### src/rtl/agu_ctrl_pkg.sv
// agu_ctrl_pkg: shared state encoding and sizing for the D-type address generation unit
package agu_ctrl_pkg;
  localparam int AW = 64;
  localparam int TIMEOUT_DEF = 16;
  typedef enum logic [1:0] {S_IDLE, S_REQ, S_WAIT, S_DONE} state_t;
endpackage

### src/rtl/agu_ctrl_se9.sv
// se9: sign-extends the 9-bit LDUR/STUR immediate to the full address width
module se9
  import agu_ctrl_pkg::*;
(
  input  logic [8:0]    i_imm,
  output logic [AW-1:0] o_ext
);
  assign o_ext = {{(AW-9){i_imm[8]}}, i_imm};
endmodule

### src/rtl/agu_ctrl.sv
// agu_ctrl: computes base+imm9, checks alignment and sequences one memory request/response
module agu_ctrl
  import agu_ctrl_pkg::*;
#(
  parameter int TIMEOUT   = TIMEOUT_DEF,
  parameter bit ALIGN_CHK = 1'b1
) (
  input  logic          clk,
  input  logic          reset,
  input  logic          start,
  input  logic          is_load,
  input  logic [AW-1:0] base,
  input  logic [8:0]    imm9,
  input  logic [AW-1:0] wdata,
  output logic          mem_req_valid,
  input  logic          mem_req_ready,
  output logic [AW-1:0] mem_addr,
  output logic          mem_we,
  output logic [AW-1:0] mem_wdata,
  input  logic          mem_rsp_valid,
  input  logic [AW-1:0] mem_rdata,
  output logic          stall,
  output logic          done,
  output logic          err,
  output logic [AW-1:0] rdata
);
  localparam int CW = $clog2(TIMEOUT + 1);
  localparam logic [CW-1:0] LAST = CW'(TIMEOUT - 1);
  state_t r_state, w_next;
  logic [CW-1:0] r_cnt;
  logic [AW-1:0] r_addr, r_wdata, r_rdata, w_ext, w_addr;
  logic r_we, r_err, w_mis, w_timeout;
  se9 u_se9 (.i_imm(imm9), .o_ext(w_ext));
  assign w_addr = base + w_ext;
  assign w_mis = ALIGN_CHK && (w_addr[2:0] != 3'd0);
  assign w_timeout = r_cnt == LAST;
  always_comb begin
    w_next = r_state;
    case (r_state)
      S_IDLE:  w_next = start ? (w_mis ? S_DONE : S_REQ) : S_IDLE;
      S_REQ:   w_next = mem_req_ready ? (r_we ? S_DONE : S_WAIT) : S_REQ;
      S_WAIT:  w_next = (mem_rsp_valid || w_timeout) ? S_DONE : S_WAIT;
      default: w_next = S_IDLE;
    endcase
  end
  // a response in the timeout cycle takes priority over the timeout fault
  always_ff @(posedge clk) begin
    if (reset) begin
      r_state <= S_IDLE;
      r_cnt   <= '0;
      r_addr  <= '0;
      r_wdata <= '0;
      r_rdata <= '0;
      r_we    <= 1'b0;
      r_err   <= 1'b0;
    end else begin
      r_state <= w_next;
      r_cnt   <= (r_state == S_WAIT) ? r_cnt + 1'b1 : '0;
      if (r_state == S_IDLE && start) begin
        r_addr  <= w_addr;
        r_we    <= ~is_load;
        r_wdata <= wdata;
        r_err   <= w_mis;
        r_rdata <= '0;
      end
      if (r_state == S_WAIT && mem_rsp_valid) r_rdata <= mem_rdata;
      else if (r_state == S_WAIT && w_timeout) r_err <= 1'b1;
    end
  end
  assign mem_req_valid = r_state == S_REQ;
  assign mem_addr      = r_addr;
  assign mem_we        = r_we;
  assign mem_wdata     = r_wdata;
  assign done          = r_state == S_DONE;
  assign err           = done & r_err;
  assign rdata         = done ? r_rdata : '0;
  assign stall         = (r_state == S_IDLE && start) || r_state == S_REQ || r_state == S_WAIT;
endmodule

### config.mk
export PLATFORM = sky130hd
export DESIGN_NAME = agu_ctrl
export DESIGN_NICKNAME = d
export VERILOG_FILES = /design/src/rtl/agu_ctrl_pkg.sv /design/src/rtl/agu_ctrl_se9.sv /design/src/rtl/agu_ctrl.sv
export SDC_FILE = /design/constraint.sdc
export NUM_CORES = 1
export LEC_CHECK = 0
export ABC_AREA = 1
export ABC_CLOCK_PERIOD_IN_PS = 3080
export BUFFER_PORTS_ARGS = -buffer_cell sky130_fd_sc_hd__buf_4
export CORE_MARGIN = 2
export CORE_UTILIZATION = 41
export CTS_CLUSTER_DIAMETER = 60
export DETAILED_ROUTE_END_ITERATION = 8
export GPL_TIMING_DRIVEN = 0
export MAX_ROUTING_LAYER = met4
export PLACE_DENSITY = 0.74
export SYNTH_ARGS = -nofsm -noshare
export SYNTH_HDL_FRONTEND = slang
export SYNTH_HIERARCHICAL = 1
export SYNTH_SLANG_ARGS = --single-unit
### constraint.sdc
create_clock -name clk -period 3.08 [get_ports clk]
set_input_delay 0.462 -clock clk [delete_from_list [all_inputs] [get_ports clk]]
set_output_delay 0.462 -clock clk [all_outputs]
set_load 0.005 [all_outputs]
### After elaboration in Yosys (flattened, before gate mapping)

Cells that the tools add are included.

* logic and storage cells: 38
* register bits: 201
* output and inout bits: 197
* input port bits: 207

* multiplexer cells: 12
* eq/ne operators: 4
* reduce and logical (&&, ||, !) cells: 10
* add/sub/neg operators: 2
* bitwise gates (word level): 3

Operator list (count)
* 64-bit two-way mux: 3
* 64-bit adder: 1
* 2-bit two-way mux: 3
* 2-bit case mux with 3 select lines: 1
* 5-bit by 1-bit adder with 5-bit output (second input constant): 1
* 5-bit by 4-bit equality test with 1-bit output (second input constant): 1
* 1-bit two-way mux: 5
* 2-bit equality test (second input constant): 2
* 1-bit logical AND: 3
* 1-bit logical OR: 3
* 3-bit nonzero test: 1
* 2-bit by 1-bit equality test with 1-bit output (second input constant): 1
* 2-bit zero test: 1
* 1-bit NOT: 2
* 2-bit nonzero test: 1
* 2-bit OR reduction: 1
* 1-bit AND: 1

### Longest topological paths before layout

Gate-level depths: netlist (run 1).

* depth after elaboration: 5
* gate-level depth with buffers: 18

### Modules after synthesis

The synthesis (run 1) kept the hierarchy.

By module, submodules not included
* agu_ctrl: area each 13595.5 µm², cells an instance 2369, instances 1
* se9: area each 480.5 µm², cells an instance 64, instances 1

### Worst setup path after synthesis (run 1)

No wires, ideal clock.

* path kind: in2reg
* from: in imm9[0]
* to: reg r_addr[32] (netlist: mem_addr[32])
* stages on the path: 17
* arrival: 2.160 ns
* setup time: 0.109 ns
* slack: 0.811 ns
* path through: buf_4 ha_1 fa_1 nand3_1 nand3_1 nand2_1 nand2_1 nand2_1 nand2_1 nand2_1 inv_1 nor2_1 nor2_1 nor2_1 nand2_1 nand2_1 inv_1

* cells in the longest elaborated chain, start to end: 1

Ends and longest elaborated chain
* start: declaration: RTL line agu_ctrl.sv:13 `input logic [8:0] imm9,`
* 64-bit adder: RTL line agu_ctrl.sv:34 `assign w_addr = base + w_ext;`
* end signal: assignment: RTL line agu_ctrl.sv:60 `r_addr <= w_addr;`
* end: declaration: RTL line agu_ctrl.sv:31 `logic [AW-1:0] r_addr, r_wdata, r_rdata, w_ext, w_addr;`

No other way between the ends.
A chain may end at the register's enable or synchronous reset.

### Worst setup path after layout (run 1)

* from: reg r_state[1]
* to: out rdata[35]

* cells in the longest elaborated chain, start to end: 2

Ends and longest elaborated chain
* start: declaration: RTL line agu_ctrl.sv:29 `state_t r_state, w_next;`
* start signal: assignment: RTL line agu_ctrl.sv:57 `r_state <= w_next;`
* 2-bit equality test: RTL line agu_ctrl.sv:74 `assign done = r_state == S_DONE;`
* 64-bit two-way mux: RTL line agu_ctrl.sv:76 `assign rdata = done ? r_rdata : '0;`
* end: declaration: RTL line agu_ctrl.sv:25 `output logic [AW-1:0] rdata`

No other way between the ends.

==> results of run 1 <==
[state kept, by name (all words and copies together) (netlist names)]
signal / flops
mem_addr: 64
mem_wdata: 64
r_rdata: 64
r_cnt: 5
r_state: 2
mem_we: 1
r_err: 1
[cell type report]
| type | count | area, µm² |
|---|---|---|
| clock buffers | 32 | 702 |
| fillers | 3530 | 15300 |
| repair buffers | 393 | 2950 |
| inverters | 463 | 1740 |
| plain buffers | 141 | 823 |
| diodes | 2 | 5.00 |
| clock inverters | 14 | 124 |
| well taps | 448 | 561 |
| flip-flops and latches | 201 | 4020 |
| multi-input cells | 1628 | 7490 |
[synthesized netlist by cell type, types with 2 or more instances]
master | n | share of area (%)
nand2_1 | 679 | 18
clkbuf_1 | 53 | 1.4
buf_1 | 4 | 0.11
nand3_2 | 6 | 0.43
nor2_2 | 2 | 0.089
o211ai_1 | 2 | 0.11
nor3_1 | 10 | 0.36
dfxtp_1 | 201 | 29
nand3_1 | 136 | 4.8
nor2_1 | 437 | 12
nand2_2 | 12 | 0.53
o21ai_0 | 106 | 3.8
o21bai_1 | 3 | 0.16
nand4_1 | 11 | 0.49
xnor2_1 | 5 | 0.31
buf_4 | 64 | 3.4
o21ai_1 | 3 | 0.11
clkbuf_8 | 2 | 0.20
inv_1 | 461 | 12
a21oi_1 | 112 | 4.0
xor2_1 | 26 | 1.6
nor3_2 | 6 | 0.43
and2_1 | 2 | 0.089
buf_2 | 16 | 0.57
ha_1 | 65 | 5.8
[cells by family (layout without fill, tap and decap cells)]
family / Yosys count / after routing
XOR/XNOR: 31 / 31
adder cells (fa/ha/maj): 66 / 66
other: 0 / 2
AO/OA/AOI/OAI: 228 / 228
flip-flops: 201 / 201
AND/OR/NAND/NOR: 1303 / 1303
buffers and inverters: 604 / 1043
[metrics by stage]
stage / instance area (µm²) / hold slack, ns / setup slack, ns / std cells / utilization [%]
2_1_floorplan: 14100 / 0.418 / 0.811 / 2433 / -
3_3_place_gp: 17600 / 0.430 / 0.246 / 3274 / 52.2
3_5_place_dp: 17600 / 0.453 / 0.218 / 3274 / 52.2
4_1_cts: 18400 / 0.0892 / 0.370 / 3320 / 54.6
5_1_grt: 18400 / 0.0911 / 0.220 / 3322 / 54.7
6_report: 18400 / 0.103 / 0.418 / 3322 / 54.7
[power by group through the flow]
stage | sequential [W] | combinational (W) | clock, W
3_3_place_gp | 0.00310 | 0.00270 | 0
2_1_floorplan | 0.00309 | 0.00155 | 0
3_5_place_dp | 0.00311 | 0.00273 | 0
6_report | 0.00306 | 0.00275 | 0.00293
5_1_grt | 0.00308 | 0.00306 | 0.00307
4_1_cts | 0.00305 | 0.00274 | 0.00297
[how the worst max path moves through the flow]
stage / end / slack (ns) / from / cells after the start
after floorplan: mem_addr[32] / 0.81 / imm9[0] / 17
after global placement: mem_addr[32] / 0.25 / base[0] / 17
after detailed placement: mem_addr[32] / 0.22 / base[0] / 17
after CTS: stall / 0.37 / r_state[1] / 8
after global routing: stall / 0.22 / r_state[1] / 8
final: rdata[35] / 0.42 / r_state[1] / 5
[per-layer routing]
layer,up-vias,wire length [µm]
li1,8108,-
met1,7018,21800
met2,499,24200
met3,114,3360
met4,0,2230
met5,-,0
[worst max-delay path, stage by stage (launching register included)]
cell	delay [ns]
dfxtp_1	0.32
nand2_1	0.10
clkbuf_1	0.43
buf_1	0.47
nor2_1	0.17
buf_4	0.18
==> impl_metrics.ini, run 1 <==
[outcome]
status = complete, no violations

[layout]
layout.cells.most_common = nand2_1
drive_above_1_share_pct = 19.1
area_growth_pct = 30.8
nets = 3126
final_cell_mix = 679 x nand2_1, 461 x inv_1, 457 x buf_4

[global_route]
grt_max_degree = 57
top_usage_layer = met2
use_met2_pct = 47.5
grt_pass1_vias = 14400
met3_usage_pct = 4.08
met1_usage_pct = 34.0
antenna_found_initial = 2
grt_pass1_wl_um = 77500
grtUsageTotal_pct = 28.4
grt-ovfl-total = 0

[synthesis]
synth-xor-area-share_pct = 1.93
syn_avg_cell_area_um2 = 5.79
synth_area_um2 = 14100
syn_nets = 2706
async_reset_ff_share_pct = 0
synth_cell_types = 34
synth_top_family_by_area = simple AND/OR/NAND/NOR gates
synth_adder_area_share_pct = 5.92
synth_cells = 2433
synth_compound_area_share_pct = 8.23
ys_warn_count = 6
synth_edf_count = 0
ys_seq_area_share_pct = 28.6
ys.flop_type = dfxtp_1
synth_simple_gate_area_share_pct = 37.1
ys_ff_latch = 201
synth_mux_area_share_pct = 0

[clock_network]
cts_buffers = 25
clock_latency_ns = 0.54
cts_resized = 0
cts.sinks = 201
tritoncts = done
clock_path_buffers = 3
hold_buffers = 0
clkTransAtPathRegs_ns = 0.06
cts_root_buf = clkbuf_16
h-tree-depth = 1
cts_setup_buffers = 0

[pwr]
peakVddDrop_mv = 0.344
p_clk_share_pct = 33.6
power.switching_w = 0.00302
sw_frac_of_total_pct = 34.6
p_per_area_nw_per_um2 = 474
p_seq_share_pct = 35.0
internal_power_w = 0.00572
power_w = 0.00874
comb_power_share_pct = 31.4
power.leakage_nw = 10.1

[setup_path]
end_kind = output pin
setup.worst_path.start_class = flop
regToRegEndpoint = mem_addr[36]
rr_worst_depth = 8
timing.rr.start = r_state[1]
r2r_slack_ns = 1.05
arrival_ns = 2.20
crit_type = reg2out
critPathMaxFanout = 10
cp_data_required_time_ns = 2.62

[timing]
slew-limit-headroom_pct = 55.1
rsz0062_at_grt = false
max_slew.worst_pin.slew_ns = 0.673
fin_tns_setup_ns = 0
fin_crit_sh_pct = 86.4
hold_violations = 0
fmax_ghz = 0.376
fin_skew_ns = 0.00941
period_needed_ns = 2.66
slew_viol_final = 0
finalSetupViolCount = 0

[detailed_routing]
vias = 15700
ant_nets = 0
wl_per_cell_um = 15.5
drt-total-wl_um = 51600
dr.pass1.iters = 7
post-route-drc-count = 0
vias_per_cell = 4.74
drtIter0Drc = 810

[placed_design]
gp_congestion = 1.00
place_hpwl_um = 43200
port_buffers = 393

[hold_path]
whs_path_depth = 2
min_path_type = in2reg
hold_start = is_load
min_to = mem_we

[floorplan]
core_um2 = 33700
row_count = 67
initial_core_util_pct = 41.8
fp.dieH_um = 189
die_x_um = 189
die_area_um2 = 35800
io_pins = 404

[run]
cap_violations = 0
No activity file was read; power rests on OpenSTA's default activity.
==> run 2, diff against run 1 <==
BUFFER_PORTS_ARGS = not set   (was -buffer_cell sky130_fd_sc_hd__buf_4)
CORE_UTILIZATION = 35   (was 41)
DONT_BUFFER_PORTS = 1   (was not set)
PLACE_DENSITY = 0.58   (was 0.74)
SLEW_MARGIN = 10   (was not set)
==> run 2 against run 1 <==
  * Design area is 15% lower
  * Largest power group unchanged
  * Flip-flop and latch count unchanged
  * Sequential power grew 4%
  * Clock-buffer cell count grew 1
  * Via count down 10%
==> impl_metrics.ini, run 2 (synthesis gave the netlist of run 1 again) <==
[outcome]
status = complete, no violations

[setup_path]
crit_start = r_state[1]
cp_data_required_time_ns = 2.62
crit_type = reg2out
timing.rr.start = r_state[1]
end_kind = output pin
critPathMaxFanout = 10
rr_worst_depth = 8
arrival_ns = 2.32
setup.worst_path.start_class = flop

[placed_design]
gp_congestion = 0.960
dp_slack_ns = 0.250
port_buffers = 0
dp.cells = 2958
place_hpwl_um = 42200

[global_route]
grt_max_degree = 57
grt_pass1_wl_um = 72700
grt-ovfl-total = 0
antenna_found_initial = 3
grtUsageTotal_pct = 23.3
grt_pass1_vias = 13000

[detailed_routing]
post-route-drc-count = 0
vias_per_cell = 4.69
wl_per_cell_um = 16.4
ant_nets = 0
drt-total-wl_um = 49500
dr.pass1.iters = 5
drtIter0Drc = 899
vias = 14100

[timing]
finalSetupViolCount = 0
hold_violations = 0
slew-limit-headroom_pct = 50.7
fin_tns_setup_ns = 0
fin_crit_sh_pct = 90.5
fmax_ghz = 0.359
period_needed_ns = 2.79
max_slew.worst_pin.slew_ns = 0.739
setup_ws_ns = 0.293
slew_viol_final = 0
fin_skew_ns = 0.0244
hold_ws_ns = 0.0917
rsz0062_at_grt = false

[layout]
area_growth_pct = 10.6
final_cell_mix = 679 x nand2_1, 461 x inv_1, 437 x nor2_1
layout.cells.most_common = nand2_1
nets = 2734
stdcell_count = 3008
final_util_pct = 39.2
nFillCells = 4482
drive_above_1_share_pct = 6.17

[pwr]
internal_power_w = 0.00527
p_clk_share_pct = 35.3
sw_frac_of_total_pct = 35.3
p_per_area_nw_per_um2 = 524
peakVddDrop_mv = 0.366
p_seq_share_pct = 38.9
power.leakage_nw = 8.14
power.switching_w = 0.00288
comb_power_share_pct = 25.8

[hold_path]
hold_start = mem_rdata[8]
min_path_type = in2reg
whs_path_depth = 2

[floorplan]
core_um2 = 39700
initial_core_util_pct = 35.4
io_pins = 404
die_x_um = 205
row_count = 73
fp.dieH_um = 205
die_area_um2 = 41800

[clock_network]
clkTransAtPathRegs_ns = 0.06
tritoncts = done
cts_buffers = 25
clock_path_buffers = 3
cts_resized = 0
cts_setup_buffers = 0
cts_root_buf = clkbuf_16
hold_buffers = 1
clock_latency_ns = 0.54
cts.sinks = 201
h-tree-depth = 1

[run]
cap_violations = 0
run 2: cell count changes in the layout (fill, tap and decap cells not counted):
cell           before  now
clkinv_2            6    5
clkinvlp_4          0    1
dlygate4sd3_1       1    2
clkbuf_1           55   57
clkbuf_8            7    6
clkinv_4            4    2
diode_2             2    3
buf_4             457   64
clkinv_8            0    1
run 2: worst max-delay path, stage by stage (launching register included):
cell and delay, ns:
dfxtp_1 0.32, inv_1 0.07, nand3_1 0.28, clkinv_1 0.24, buf_2 0.36, buf_2 0.31
nor2_1 0.07, nand2_1 0.14
run 2: final cells by class:
cell class / count / area (µm²) / area share (%)
clock inverter: 13 / 125 / 0.804
multi-input combinational: 1628 / 7490 / 48.1
inverter: 463 / 1740 / 11.2
buffer: 141 / 823 / 5.29
antenna: 3 / 7.51 / 0.0482
tap: 525 / 657 / 4.22
timing repair buffer: 1 / 10.0 / 0.0643
sequential: 201 / 4020 / 25.8
clock buffer: 33 / 696 / 4.47
run 2: metrics by stage:
| stage | power, W | cell area, µm² |
|---|---|---|
| floorplan | 0.00464 | 14100 |
| global placement | 0.00530 | 14700 |
| detailed placement | 0.00533 | 14700 |
| CTS | 0.00824 | 15600 |
| global route | 0.00867 | 15600 |
| finish | 0.00815 | 15600 |
run 2: layer usage:
layer / wire (µm) / share of wire, % / vias up / GRT usage (%)
li1: - / - / 7317 / -
met5: 0 / 0 / - / -
met1: 19800 / 40 / 6261 / 26.1
met2: 23400 / 47 / 436 / 39.9
met3: 4200 / 8.5 / 93 / 5.71
met4: 2010 / 4.1 / 0 / 9.19
run 2: final timing paths:
kind	end	slack, ns
max	stall	0.29
min	r_rdata[8]	0.09
max reg2reg	mem_addr[36]	0.92
min reg2reg	r_cnt[0]	0.45
run 2: power by group through the flow:
| stage | sequential, W | combinational, W | clock, W |
|---|---|---|---|
| 2_1_floorplan | 0.00309 | 0.00155 | 0 |
| 3_3_place_gp | 0.00323 | 0.00208 | 0 |
| 3_5_place_dp | 0.00324 | 0.00210 | 0 |
| 4_1_cts | 0.00318 | 0.00211 | 0.00296 |
| 5_1_grt | 0.00320 | 0.00241 | 0.00307 |
| 6_report | 0.00317 | 0.00211 | 0.00288 |
